[src/rtl/multicycle_controller.sv]
// multicycle_controller
//   Control FSM for a multi-cycle MIPS core. Sequences the shared ALU, the unified
//   instruction/data memory port, PC, IR and register file over several cycles per
//   instruction. Adds a memory ready handshake with a timeout, a sticky fault trap and
//   a retired-instruction counter.
//
// State table:
//   FETCH  | read instruction at PC; on mem_ready load IR and PC <= PC+4
//   DECODE | branch target into ALUOut, dispatch on op/funct
//   MEMADR | ALUOut <= rs + imm for lw/sw
//   MEMRD  | data read at ALUOut, waits for mem_ready
//   MEMWB  | rt <= mem data register, retire
//   MEMWR  | data write at ALUOut, retire on mem_ready
//   EXEC_R | R-type ALU op on rs, rt
//   RWB    | rd <= ALUOut, retire
//   EXEC_I | addi/andi ALU op on rs, imm
//   IWB    | rt <= ALUOut, retire
//   BRANCH | compare rs, rt; conditional PC <= ALUOut, retire
//   JUMP   | PC <= jump target, retire
//   JR     | PC <= rs, retire
//   JAL    | PC <= jump target, $31 <= PC, retire
//   FAULT  | all enables off, fault asserted, held until reset
//
// Ports:
//   i_clk, i_reset        clock, synchronous active-high reset
//   i_op, i_funct         IR[31:26], IR[5:0]
//   i_zero                ALU zero flag
//   i_mem_ready           memory completes the current access this cycle
//   o_mem_req/o_mem_write/o_iord          memory port control
//   o_ir_write/o_pc_write/o_pc_src        IR and PC load control
//   o_reg_write/o_reg_dst/o_mem_to_reg    register file write control
//   o_alu_src_a/o_alu_src_b/o_ext_zero/o_alu_control  ALU operand and op select
//   o_instr_done          one-cycle retire pulse
//   o_retire_count        retired instruction count (wraps)
//   o_fault               sticky illegal-instruction / memory-timeout flag
//
// Outputs are decoded from the current state; only the FETCH writes (gated by
// mem_ready), the MEMWR retire (mem_ready) and the BRANCH pc_write (zero) look at inputs.

module multicycle_controller #(
  parameter int unsigned MEM_TIMEOUT = 255,
  parameter int unsigned RETIRE_W    = 32
) (
  input  logic                i_clk,
  input  logic                i_reset,
  input  logic [5:0]          i_op,
  input  logic [5:0]          i_funct,
  input  logic                i_zero,
  input  logic                i_mem_ready,
  output logic                o_mem_req,
  output logic                o_mem_write,
  output logic                o_iord,
  output logic                o_ir_write,
  output logic                o_pc_write,
  output logic [1:0]          o_pc_src,
  output logic                o_reg_write,
  output logic [1:0]          o_reg_dst,
  output logic [1:0]          o_mem_to_reg,
  output logic                o_alu_src_a,
  output logic [1:0]          o_alu_src_b,
  output logic                o_ext_zero,
  output logic [2:0]          o_alu_control,
  output logic                o_instr_done,
  output logic [RETIRE_W-1:0] o_retire_count,
  output logic                o_fault
);

  localparam logic [5:0] OP_RTYPE = 6'b000000;
  localparam logic [5:0] OP_J     = 6'b000010;
  localparam logic [5:0] OP_JAL   = 6'b000011;
  localparam logic [5:0] OP_BEQ   = 6'b000100;
  localparam logic [5:0] OP_BNE   = 6'b000101;
  localparam logic [5:0] OP_ADDI  = 6'b001000;
  localparam logic [5:0] OP_ANDI  = 6'b001100;
  localparam logic [5:0] OP_LW    = 6'b100011;
  localparam logic [5:0] OP_SW    = 6'b101011;

  localparam logic [5:0] FN_JR    = 6'b001000;
  localparam logic [5:0] FN_ADD   = 6'b100000;
  localparam logic [5:0] FN_SUB   = 6'b100010;
  localparam logic [5:0] FN_AND   = 6'b100100;
  localparam logic [5:0] FN_OR    = 6'b100101;
  localparam logic [5:0] FN_SLT   = 6'b101010;

  localparam logic [2:0] ALU_ADD  = 3'b000;
  localparam logic [2:0] ALU_SUB  = 3'b001;
  localparam logic [2:0] ALU_AND  = 3'b010;
  localparam logic [2:0] ALU_OR   = 3'b011;
  localparam logic [2:0] ALU_SLT  = 3'b100;

  localparam int unsigned WAIT_W = (MEM_TIMEOUT < 2) ? 1 : $clog2(MEM_TIMEOUT + 1);
  // A fault is raised on the MEM_TIMEOUT-th consecutive cycle without mem_ready,
  // i.e. while the counter still holds MEM_TIMEOUT-1.
  localparam logic [WAIT_W-1:0] WAIT_LAST = WAIT_W'(MEM_TIMEOUT - 1);

  typedef enum logic [3:0] {
    S_FETCH, S_DECODE, S_MEMADR, S_MEMRD, S_MEMWB, S_MEMWR, S_EXEC_R, S_RWB,
    S_EXEC_I, S_IWB, S_BRANCH, S_JUMP, S_JR, S_JAL, S_FAULT
  } state_t;

  state_t                r_state;
  logic [WAIT_W-1:0]     r_wait_cnt;
  logic                  r_fault;
  logic [RETIRE_W-1:0]   r_retire_count;

  logic                  w_wait_hit;
  logic [WAIT_W-1:0]     w_wait_inc;
  logic                  w_funct_alu;

  assign w_wait_hit  = (MEM_TIMEOUT != 0) && !i_mem_ready && (r_wait_cnt == WAIT_LAST);
  // Saturate so a disabled timeout never wraps the counter.
  assign w_wait_inc  = (&r_wait_cnt) ? r_wait_cnt : r_wait_cnt + WAIT_W'(1);
  assign w_funct_alu = (i_funct == FN_ADD) || (i_funct == FN_SUB) || (i_funct == FN_AND) ||
                       (i_funct == FN_OR)  || (i_funct == FN_SLT);

  always_ff @(posedge i_clk) begin
    if (i_reset) begin
      r_state        <= S_FETCH;
      r_wait_cnt     <= '0;
      r_fault        <= 1'b0;
      r_retire_count <= '0;
    end else begin
      if (o_instr_done) r_retire_count <= r_retire_count + RETIRE_W'(1);
      case (r_state)
        S_FETCH, S_MEMRD, S_MEMWR: begin
          // The counter is only nonzero inside a memory state and is cleared on
          // every exit, so each memory state is entered with a fresh count.
          if (i_mem_ready) begin
            r_wait_cnt <= '0;
            case (r_state)
              S_FETCH: r_state <= S_DECODE;
              S_MEMRD: r_state <= S_MEMWB;
              default: r_state <= S_FETCH;
            endcase
          end else if (w_wait_hit) begin
            r_wait_cnt <= '0;
            r_state    <= S_FAULT;
            r_fault    <= 1'b1;
          end else begin
            r_wait_cnt <= w_wait_inc;
          end
        end
        S_DECODE: begin
          case (i_op)
            OP_LW, OP_SW:     r_state <= S_MEMADR;
            OP_BEQ, OP_BNE:   r_state <= S_BRANCH;
            OP_ADDI, OP_ANDI: r_state <= S_EXEC_I;
            OP_J:             r_state <= S_JUMP;
            OP_JAL:           r_state <= S_JAL;
            OP_RTYPE: begin
              if (i_funct == FN_JR) begin
                r_state <= S_JR;
              end else if (w_funct_alu) begin
                r_state <= S_EXEC_R;
              end else begin
                r_state <= S_FAULT;
                r_fault <= 1'b1;
              end
            end
            default: begin
              r_state <= S_FAULT;
              r_fault <= 1'b1;
            end
          endcase
        end
        S_MEMADR: r_state <= (i_op == OP_SW) ? S_MEMWR : S_MEMRD;
        S_EXEC_R: r_state <= S_RWB;
        S_EXEC_I: r_state <= S_IWB;
        S_MEMWB, S_RWB, S_IWB, S_BRANCH, S_JUMP, S_JR, S_JAL: r_state <= S_FETCH;
        S_FAULT:  r_fault <= 1'b1;
        default: begin
          r_state <= S_FAULT;
          r_fault <= 1'b1;
        end
      endcase
    end
  end

  always_comb begin
    o_mem_req     = 1'b0;
    o_mem_write   = 1'b0;
    o_iord        = 1'b0;
    o_ir_write    = 1'b0;
    o_pc_write    = 1'b0;
    o_pc_src      = 2'b00;
    o_reg_write   = 1'b0;
    o_reg_dst     = 2'b00;
    o_mem_to_reg  = 2'b00;
    o_alu_src_a   = 1'b0;
    o_alu_src_b   = 2'b00;
    o_ext_zero    = 1'b0;
    o_alu_control = ALU_ADD;
    o_instr_done  = 1'b0;
    case (r_state)
      S_FETCH: begin
        o_mem_req = 1'b1;
        if (i_mem_ready) begin
          o_ir_write  = 1'b1;
          o_pc_write  = 1'b1;
          o_alu_src_b = 2'b01;
        end
      end
      S_DECODE: o_alu_src_b = 2'b11;
      S_MEMADR: begin
        o_alu_src_a = 1'b1;
        o_alu_src_b = 2'b10;
      end
      S_MEMRD: begin
        o_mem_req = 1'b1;
        o_iord    = 1'b1;
      end
      S_MEMWB: begin
        o_reg_write  = 1'b1;
        o_mem_to_reg = 2'b01;
        o_instr_done = 1'b1;
      end
      S_MEMWR: begin
        o_mem_req    = 1'b1;
        o_mem_write  = 1'b1;
        o_iord       = 1'b1;
        o_instr_done = i_mem_ready;
      end
      S_EXEC_R: begin
        o_alu_src_a = 1'b1;
        case (i_funct)
          FN_SUB:  o_alu_control = ALU_SUB;
          FN_AND:  o_alu_control = ALU_AND;
          FN_OR:   o_alu_control = ALU_OR;
          FN_SLT:  o_alu_control = ALU_SLT;
          default: o_alu_control = ALU_ADD;
        endcase
      end
      S_RWB: begin
        o_reg_write  = 1'b1;
        o_reg_dst    = 2'b01;
        o_instr_done = 1'b1;
      end
      S_EXEC_I: begin
        o_alu_src_a = 1'b1;
        o_alu_src_b = 2'b10;
        if (i_op == OP_ANDI) begin
          o_alu_control = ALU_AND;
          o_ext_zero    = 1'b1;
        end
      end
      S_IWB: begin
        o_reg_write  = 1'b1;
        o_instr_done = 1'b1;
      end
      S_BRANCH: begin
        o_alu_src_a   = 1'b1;
        o_alu_control = ALU_SUB;
        o_pc_src      = 2'b01;
        o_pc_write    = (i_op == OP_BNE) ? ~i_zero : i_zero;
        o_instr_done  = 1'b1;
      end
      S_JUMP: begin
        o_pc_write   = 1'b1;
        o_pc_src     = 2'b10;
        o_instr_done = 1'b1;
      end
      S_JR: begin
        o_pc_write   = 1'b1;
        o_pc_src     = 2'b11;
        o_instr_done = 1'b1;
      end
      S_JAL: begin
        o_pc_write   = 1'b1;
        o_pc_src     = 2'b10;
        o_reg_write  = 1'b1;
        o_reg_dst    = 2'b10;
        o_mem_to_reg = 2'b10;
        o_instr_done = 1'b1;
      end
      default: ;
    endcase
  end

  assign o_fault        = r_fault;
  assign o_retire_count = r_retire_count;

endmodule
[config.mk]
export PLATFORM = sky130hd
export DESIGN_NAME = multicycle_controller
export DESIGN_NICKNAME = d
export VERILOG_FILES = /design/src/rtl/multicycle_controller.sv
export SDC_FILE = /design/constraint.sdc
export NUM_CORES = 1
export LEC_CHECK = 0
export ABC_AREA = 0
export BUFFER_PORTS_ARGS = -buffer_cell sky130_fd_sc_hd__buf_2
export CAP_MARGIN = 20
export CORE_UTILIZATION = 40
export DETAILED_ROUTE_END_ITERATION = 10
export GPL_ROUTABILITY_DRIVEN = 0
export GPL_TIMING_DRIVEN = 0
export SYNTH_ARGS = -nofsm -noshare
export SYNTH_HDL_FRONTEND = slang
export SYNTH_SLANG_ARGS = --single-unit
export TNS_END_PERCENT = 30
[constraint.sdc]
create_clock -name i_clk -period 1.93 [get_ports i_clk]
set_clock_uncertainty 0.2 [all_clocks]
set_input_delay 0.386 -clock i_clk [delete_from_list [all_inputs] [get_ports i_clk]]
set_output_delay 0.386 -clock i_clk [all_outputs]
set_load 0.02 [all_outputs]
==> out/qor_table.md, run 1 <==
| Parameter | Value |
|---|---|
| Chip height | 88.5 um |
| Tmin final | 2.13 ns |
| CP Data Arrival Time | 1.55 ns |
| Clock tree buffer depth | 2 |
| Number of enable flip-flop cells after synthesis | 0 |
| Total GRT Usage | 22.7% |
| Number of global-route vias before repair | 2,930 |
| Worst slew slack as a fraction of its limit | 55.7% |
| Master cell of the clock root buffer | sky130_fd_sc_hd__clkbuf_8 |
| Final-report setup violation count | 39 |
| Core Region | 7250 um^2 |
| Synth warnings | 0 |
| Synthesis-stage register bit count | 45 |
| Class of the most critical setup path | reg2out |
| Leakage dissipation | 0.00185 uW |
| Grt ovf | 0 |
| Synth top area cells | sky130_fd_sc_hd__dfxtp_1, sky130_fd_sc_hd__nor2_1, sky130_fd_sc_hd__xnor2_1 |
| Finished Layout Cells | 610 |
| Cell area after technology mapping | 2990 um^2 |
| Floorplan row count | 31 |
| Portion of the clock cycle consumed by the worst path in the final layout | 111% |
| Outcome | complete, but fails checks |
| First-pass DRT Iterations | 5 |
| Worst skew pair latency | 0.30 ns |
| TNS Setup | -3.70 ns |
| Fmax | 0.469 GHz |
| Number of antenna violations at the first check in global routing | 0 |
| Setup repair after global routing missed its margin | yes |
| Detail Route Antenna Nets | 0 |
| Transition time at the pin with the least slew margin | 0.665 ns |
| Required time of the critical path | 1.34 ns |
| Count of unique library cells instantiated by Yosys | 65 |
| Share of synthesized registers carrying an async set or reset | 0% |
| DR WL/cell | 15.6 um |
| Syn Area/Cell | 7.62 um^2 |
| P&R area growth vs syn | 56.8% |
| Wirelength, routed | 9520 um |
| Post-route setup slack | -0.204 ns |
| Class of the tightest hold or removal check | in2reg |
| Net Count, Synth | 412 |
| Dominant cell type by area after synthesis | sky130_fd_sc_hd__dfxtp_1 |
| Final number of hold-violating endpoints | 0 |
| Die boundary width | 88.5 um |
| CTS Buf Count | 5 |
| Full die area | 7830 um^2 |
| IR Drop Worst-Case VDD | 696 uV |
| Post-detailed-route DRC marker count | 0 |
| Part of the Yosys area used for sequential elements | 30.1% |
| Filler cell count in the final layout | 606 |
| Maximum level of the CTS H-tree | 2 |
| Area share of the leading cell type in the synthesized netlist | 30.1% |
| Power per standard cell area | 1260 nW/um^2 |
| Sinks on the clock net | 45 |
| First-pass GRT wire length | 13,900 um |
| Type of destination of the critical path | output port |
| Pin count of the biggest net entering global routing | 14 |
| Post-synth top flop | sky130_fd_sc_hd__dfxtp_1 |
| Violated checks | setup timing |
| Clock tree from TritonCTS | done |
| Ant diodes | 0 |
| Critical path startpoint category | flop |
| Max-Cap Viols | 0 |
| Dpl cells | 557 |
| Via/cell ratio | 5.59 |
| Fraction of final layout cells with drive strength greater than 1 | 45.6% |
| Clock-pin slew reported for the worst setup and hold paths after clock tree synthesis | 0.08 ns |
| Number of vias after detailed routing | 3,410 |
| Iteration-0 DRC Markers | 126 |
| Critical path fanouts, max | 6 |
| Syn Inst Count | 393 |
| Net total in the final layout | 529 |
| Io pins | 69 |
| Pre-CTS setup slack | -0.275 ns |
| Number of hold buffers added after cts | 0 |
| Initial Utilization | 41.3% |
| Final Slew Violations | 0 |
| Count of buffers from port buffering | 65 |
| Dpl hpwl | 5810 um |
## cell families after synthesis
family	Yosys count	synth area share [%]
buf+inv	36	5.39
simple gates	196	35.3
mux	5	1.80
xor+xnor	27	8.78
compound gates	81	17.4
fa+ha+maj	3	1.25
flops	45	30.1
## placed cells by master (no fill, tap or decap), types with 6 or more instances in the layout
cell type / n
sky130_fd_sc_hd__nor2_4: 6
sky130_fd_sc_hd__xnor2_1: 20
sky130_fd_sc_hd__nand3_1: 16
sky130_fd_sc_hd__buf_4: 41
sky130_fd_sc_hd__nor3_2: 6
sky130_fd_sc_hd__or3_1: 13
sky130_fd_sc_hd__a21oi_1: 18
sky130_fd_sc_hd__nor4_1: 9
sky130_fd_sc_hd__inv_1: 12
sky130_fd_sc_hd__nor2_2: 8
sky130_fd_sc_hd__dfxtp_4: 7
sky130_fd_sc_hd__nor2_1: 37
sky130_fd_sc_hd__dfxtp_2: 9
sky130_fd_sc_hd__nand4_1: 11
sky130_fd_sc_hd__buf_6: 27
sky130_fd_sc_hd__buf_2: 45
sky130_fd_sc_hd__o21ai_0: 24
sky130_fd_sc_hd__clkbuf_8: 9
sky130_fd_sc_hd__nand2_1: 27
sky130_fd_sc_hd__nor3_1: 8
sky130_fd_sc_hd__dfxtp_1: 29
sky130_fd_sc_hd__nor4_2: 6
## synth_stat cells (2+ instances only)
cell type / number
sky130_fd_sc_hd__a211o_1: 2
sky130_fd_sc_hd__a21o_1: 3
sky130_fd_sc_hd__a21oi_1: 21
sky130_fd_sc_hd__a31oi_1: 6
sky130_fd_sc_hd__and4_1: 5
sky130_fd_sc_hd__buf_1: 2
sky130_fd_sc_hd__buf_2: 2
sky130_fd_sc_hd__buf_4: 4
sky130_fd_sc_hd__clkbuf_1: 11
sky130_fd_sc_hd__dfxtp_1: 45
sky130_fd_sc_hd__ha_1: 3
sky130_fd_sc_hd__inv_1: 15
sky130_fd_sc_hd__mux2_2: 3
sky130_fd_sc_hd__mux2i_1: 2
sky130_fd_sc_hd__nand2_1: 34
sky130_fd_sc_hd__nand2b_1: 5
sky130_fd_sc_hd__nand3_1: 20
sky130_fd_sc_hd__nand4_1: 11
sky130_fd_sc_hd__nor2_1: 51
sky130_fd_sc_hd__nor3_1: 18
sky130_fd_sc_hd__nor4_1: 12
sky130_fd_sc_hd__nor4_2: 6
sky130_fd_sc_hd__o211ai_1: 2
sky130_fd_sc_hd__o21a_1: 2
sky130_fd_sc_hd__o21ai_0: 27
sky130_fd_sc_hd__o21bai_1: 2
sky130_fd_sc_hd__or2_2: 2
sky130_fd_sc_hd__or3_1: 14
sky130_fd_sc_hd__or3b_2: 2
sky130_fd_sc_hd__or4_1: 3
sky130_fd_sc_hd__xnor2_1: 20
sky130_fd_sc_hd__xor2_1: 5
## worst max-delay path, cell delays in order (launching register included)
cell and delay (ns):
sky130_fd_sc_hd__dfxtp_4 0.38, sky130_fd_sc_hd__buf_12 0.14, sky130_fd_sc_hd__buf_8 0.13, sky130_fd_sc_hd__buf_12 0.12, sky130_fd_sc_hd__nor3_4 0.22, sky130_fd_sc_hd__a21o_1 0.14, sky130_fd_sc_hd__buf_6 0.12
## path summary, 6_finish.rpt
path | slack, ns | start | cells past startpoint | end
worst min-delay path | 0.22 | i_funct[4] | 3 | o_fault
worst max register to register | -0.16 | r_state[1] | 7 | o_retire_count[26]
worst max-delay path | -0.20 | r_state[0] | 6 | o_reg_write
worst min register to register | 0.30 | o_retire_count[27] | 2 | o_retire_count[27]
## flip-flops by register name (all words and copies together), names as in the netlist
name / cells
o_retire_count: 32
r_wait_cnt: 8
r_state: 4
o_fault: 1
## stage by stage
stage | hold slack [ns] | utilization [%] | instance area (um^2) | power [uW]
floorplan | 0.265 | - | 3100 | 2740
global placement | 0.274 | 48.9 | 3550 | 3240
detailed placement | 0.285 | 48.9 | 3550 | 3260
CTS | 0.221 | 56.9 | 4130 | 4970
global route | 0.260 | 64.7 | 4700 | 6230
finish | 0.223 | 64.7 | 4700 | 5940
## layout make-up
cell class	count	area [um^2]	share of cell area (%)
Buffer	19	223	4.74
Tap cell	99	124	2.64
Clock buffer	7	86.3	1.84
Multi-Input combinational cell	312	2370	50.5
Inverter	15	60.1	1.28
Sequential cell	45	938	20.0
Clock inverter	1	30.0	0.639
Timing Repair Buffer	112	861	18.3
## where the power goes
part	leakage (uW)	total, uW	switching (uW)	internal (uW)
Combinational	0.00142	4040	2070	1970
Sequential	0.000373	1140	120	1020
Clock	0.0000585	755	332	423
Total	0.00185	5940	2520	3410
## what timing repair did
action | in CTS | in global routing
pin swaps | 18 | 29
gates cloned | 0 | 2
buffers inserted | 21 | 24
gates resized for setup | 81 | 91
endpoints found under the setup margin | 46 | 55
## per-layer routing
metal	GRT usage [%]	wire, um	vias to the layer above
li1	-	-	1661
met1	29.4	4000	1617
met2	38.9	4850	117
met3	3.26	482	15
met4	7.48	181	0
met5	0	0	-
No activity file was read; power rests on OpenSTA's default activity.
==> inputs of run 2 (changes only) <==
- PLACE_DENSITY_LB_ADDON: unset -> 0.08
==> run 2 against run 1 <==
- the run still ends with setup timing left
- first-iteration DRC count fell by 15%
- register-to-register slack better by 0.06 ns
- die area stayed put
- non-clock buffer count rose by 8
- via count down 0.85%
- total power fell by 5.9%
- clock power is 23% lower
- count of clock-buffer cells in the layout is the same
- worst hold slack improved by 0.018 ns
- critical path depth stayed put
- combinational power decreased by 4%
- critical path type unchanged
- largest cell class unchanged
- largest power group unchanged
==> out/qor_table.md, run 2 (synthesis results as in run 1) <==
| Parameter | Value | vs previous |
|---|---|---|
| Outcome | complete, but fails checks | unchanged |
| Violated checks | setup timing | unchanged |
| Floorplan row count | 31 | unchanged |
| Post-detailed-route DRC marker count | 0 | unchanged |
| Net total in the final layout | 537 | was 529 |
| Worst slew slack as a fraction of its limit | 59.4% | was 55.7% |
| Full die area | 7830 um^2 | unchanged |
| Clock tree from TritonCTS | done | unchanged |
| Ant diodes | 0 | unchanged |
| Cell breakdown of the critical path | clkinvlp_4, buf_6, buf_6, mux2i_1, a21o_1, buf_6 | was buf_12, buf_8, buf_12, nor3_4, a21o_1, buf_6 |
| Net Sw Frac | 43.1% | was 42.5% |
| Io pins | 69 | unchanged |
| Critical path startpoint category | flop | unchanged |
| Pin count of the biggest net entering global routing | 14 | unchanged |
| Required time of the critical path | 1.34 ns | about the same |
| Wirelength, routed | 9160 um | was 9520 um |
| Number of antenna violations at the first check in global routing | 0 | unchanged |
| Fraction of final layout cells with drive strength greater than 1 | 46.1% | was 45.6% |
| Overall power of the completed layout | 5590 uW | was 5940 uW |
| Critical Path Slowest Stage Cell | sky130_fd_sc_hd__dfxtp_4 | unchanged |
| Max-Cap Viols | 0 | unchanged |
| Final Slew Violations | 0 | unchanged |
| Net Switching | 2410 uW | was 2520 uW |
| Relative contribution of the clock network to total power | 10.5% | was 12.7% |
| Post-route setup slack | -0.218 ns | was -0.204 ns |
| Clock-pin slew reported for the worst setup and hold paths after clock tree synthesis | 0.08 ns | about the same |
| Class of the tightest hold or removal check | in2reg | unchanged |
| Sinks on the clock net | 45 | unchanged |
| Internal Dissipation | 3180 uW | was 3410 uW |
| Count of buffers from port buffering | 65 | unchanged |
| Class of the most critical setup path | reg2out | unchanged |
| Clock tree buffer depth | 2 | unchanged |
| Tmin final | 2.15 ns | was 2.13 ns |
| Stage delay of the slowest cell on the critical path | 0.41 ns | was 0.38 ns |
| Number of hold buffers added after cts | 0 | unchanged |
| Master cell of the clock root buffer | sky130_fd_sc_hd__clkbuf_8 | unchanged |
| Setup repair after global routing missed its margin | yes | unchanged |
| Power per standard cell area | 1200 nW/um^2 | was 1260 nW/um^2 |
| Most frequent standard cell in the layout excluding fill and tap cells | sky130_fd_sc_hd__buf_4 | was sky130_fd_sc_hd__buf_2 |
| Worst skew pair latency | 0.30 ns | about the same |
| P&R area growth vs syn | 55.5% | was 56.8% |
| Hold Slack | 0.242 ns | was 0.223 ns |
| Transition time at the pin with the least slew margin | 0.608 ns | was 0.665 ns |
| Critical path fanouts, max | 6 | unchanged |
| Final-report setup violation count | 28 | was 39 |
| Leakage dissipation | 0.00184 uW | was 0.00185 uW |
| Number of global-route vias before repair | 2,920 | was 2,930 |
| Detail Route Antenna Nets | 0 | unchanged |
| First-pass GRT wire length | 13,800 um | was 13,900 um |
| Maximum level of the CTS H-tree | 2 | unchanged |
| IR Drop Worst-Case VDD | 514 uV | was 696 uV |
| Die boundary width | 88.5 um | unchanged |
| Fmax | 0.466 GHz | was 0.469 GHz |
| Via/cell ratio | 5.47 | was 5.59 |
| Number of vias after detailed routing | 3,381 | was 3,410 |
| Count of buffering cells on the critical path with inverters included | 4 | unchanged |
| Grt ovf | 0 | unchanged |
| Type of destination of the critical path | output port | unchanged |
| TNS Setup | -3.02 ns | was -3.70 ns |
| CP Data Arrival Time | 1.56 ns | was 1.55 ns |
| Total GRT Usage | 22.2% | was 22.7% |
| Final number of hold-violating endpoints | 0 | unchanged |
| CTS Buf Count | 5 | unchanged |
| Most frequent cell on the critical path | sky130_fd_sc_hd__buf_6 | was sky130_fd_sc_hd__buf_12 |
| Highest-count cells in the layout ignoring fill and taps | sky130_fd_sc_hd__buf_4, sky130_fd_sc_hd__buf_2, sky130_fd_sc_hd__nor2_1 | was sky130_fd_sc_hd__buf_2, sky130_fd_sc_hd__buf_4, sky130_fd_sc_hd__nor2_1 |
| First-pass DRT Iterations | 4 | was 5 |
| Iteration-0 DRC Markers | 107 | was 126 |
| Fraction of the core area covered by cells at the end of the flow | 64.2% | was 64.7% |
| Dpl hpwl | 5880 um | was 5810 um |
| Initial Utilization | 41.3% | unchanged |
| DR WL/cell | 14.8 um | was 15.6 um |
| Chip height | 88.5 um | unchanged |
| Portion of the clock cycle consumed by the worst path in the final layout | 111% | about the same |
| Core Region | 7250 um^2 | unchanged |
| Kind of cell adding the most delay to the critical path | buffers and inverters | unchanged |
| Share of total power in combinational logic | 69.2% | was 68.1% |
| Flip-flop count of the largest register after layout | 32 | unchanged |
| Part of the total power dissipated in sequential elements | 20.3% | was 19.2% |
==> run 2: repair_timing <==
action / 4_1_cts / 5_1_grt
buffers inserted: 28 / 26
pin swaps: 22 / 34
setup endpoints to repair: 52 / 59
gates cloned: 0 / 1
gates resized for setup: 81 / 84
==> run 2: power by group through the flow <==
stage               clock (uW)  combinational [uW]  sequential, uW
global route               644                4110            1140
CTS                        610                3050            1090
finish                     584                3870            1140
floorplan                    0                1620            1110
detailed placement           0                2170            1110
global placement             0                2140            1100
==> run 2: per-stage QoR <==
stage / instance area (um^2) / instances / setup slack, ns
after floorplan: 3100 / 393 / -0.0715
after global placement: 3550 / 557 / -0.264
after detailed placement: 3550 / 557 / -0.285
after CTS: 4140 / 592 / -0.308
after global routing: 4660 / 618 / -0.265
final: 4660 / 618 / -0.218
==> run 2: final cells by class <==
type                       instances  area [um^2]
clock buffer                       7         76.3
clock inverter                     1         7.51
fill                             643         2600
timing repair buffer             120          895
buffer                            19          213
multi-input combinational        312         2340
tap                               99          124
inverter                          15         60.1
sequential                        45          942
==> run 2: worst paths after layout <==
kind,startpoint,end,slack (ns),cells after the start
max,r_state[3],o_reg_write,-0.22,6
max reg2reg,r_state[1],o_retire_count[22],-0.10,7
min reg2reg,r_wait_cnt[5],r_wait_cnt[5],0.31,2
min,i_funct[4],o_fault,0.24,3
==> run 2: metal layers <==
| metal | track usage (%) | wire (um) | vias up |
|---|---|---|---|
| li1 | - | - | 1674 |
| met1 | 27.8 | 3920 | 1601 |
| met2 | 39.8 | 4710 | 95 |
| met3 | 3.36 | 398 | 11 |
| met4 | 5.72 | 129 | 0 |
| met5 | 0 | 0 | - |
==> run 2: worst register-to-register path: stages, from the launching register on <==
cell and delay [ns]:
sky130_fd_sc_hd__dfxtp_4 0.42, sky130_fd_sc_hd__buf_4 0.17, sky130_fd_sc_hd__xnor2_4 0.15, sky130_fd_sc_hd__a21boi_4 0.22, sky130_fd_sc_hd__nand4_1 0.18, sky130_fd_sc_hd__buf_6 0.18, sky130_fd_sc_hd__or3_1 0.30, sky130_fd_sc_hd__a21oi_1 0.14
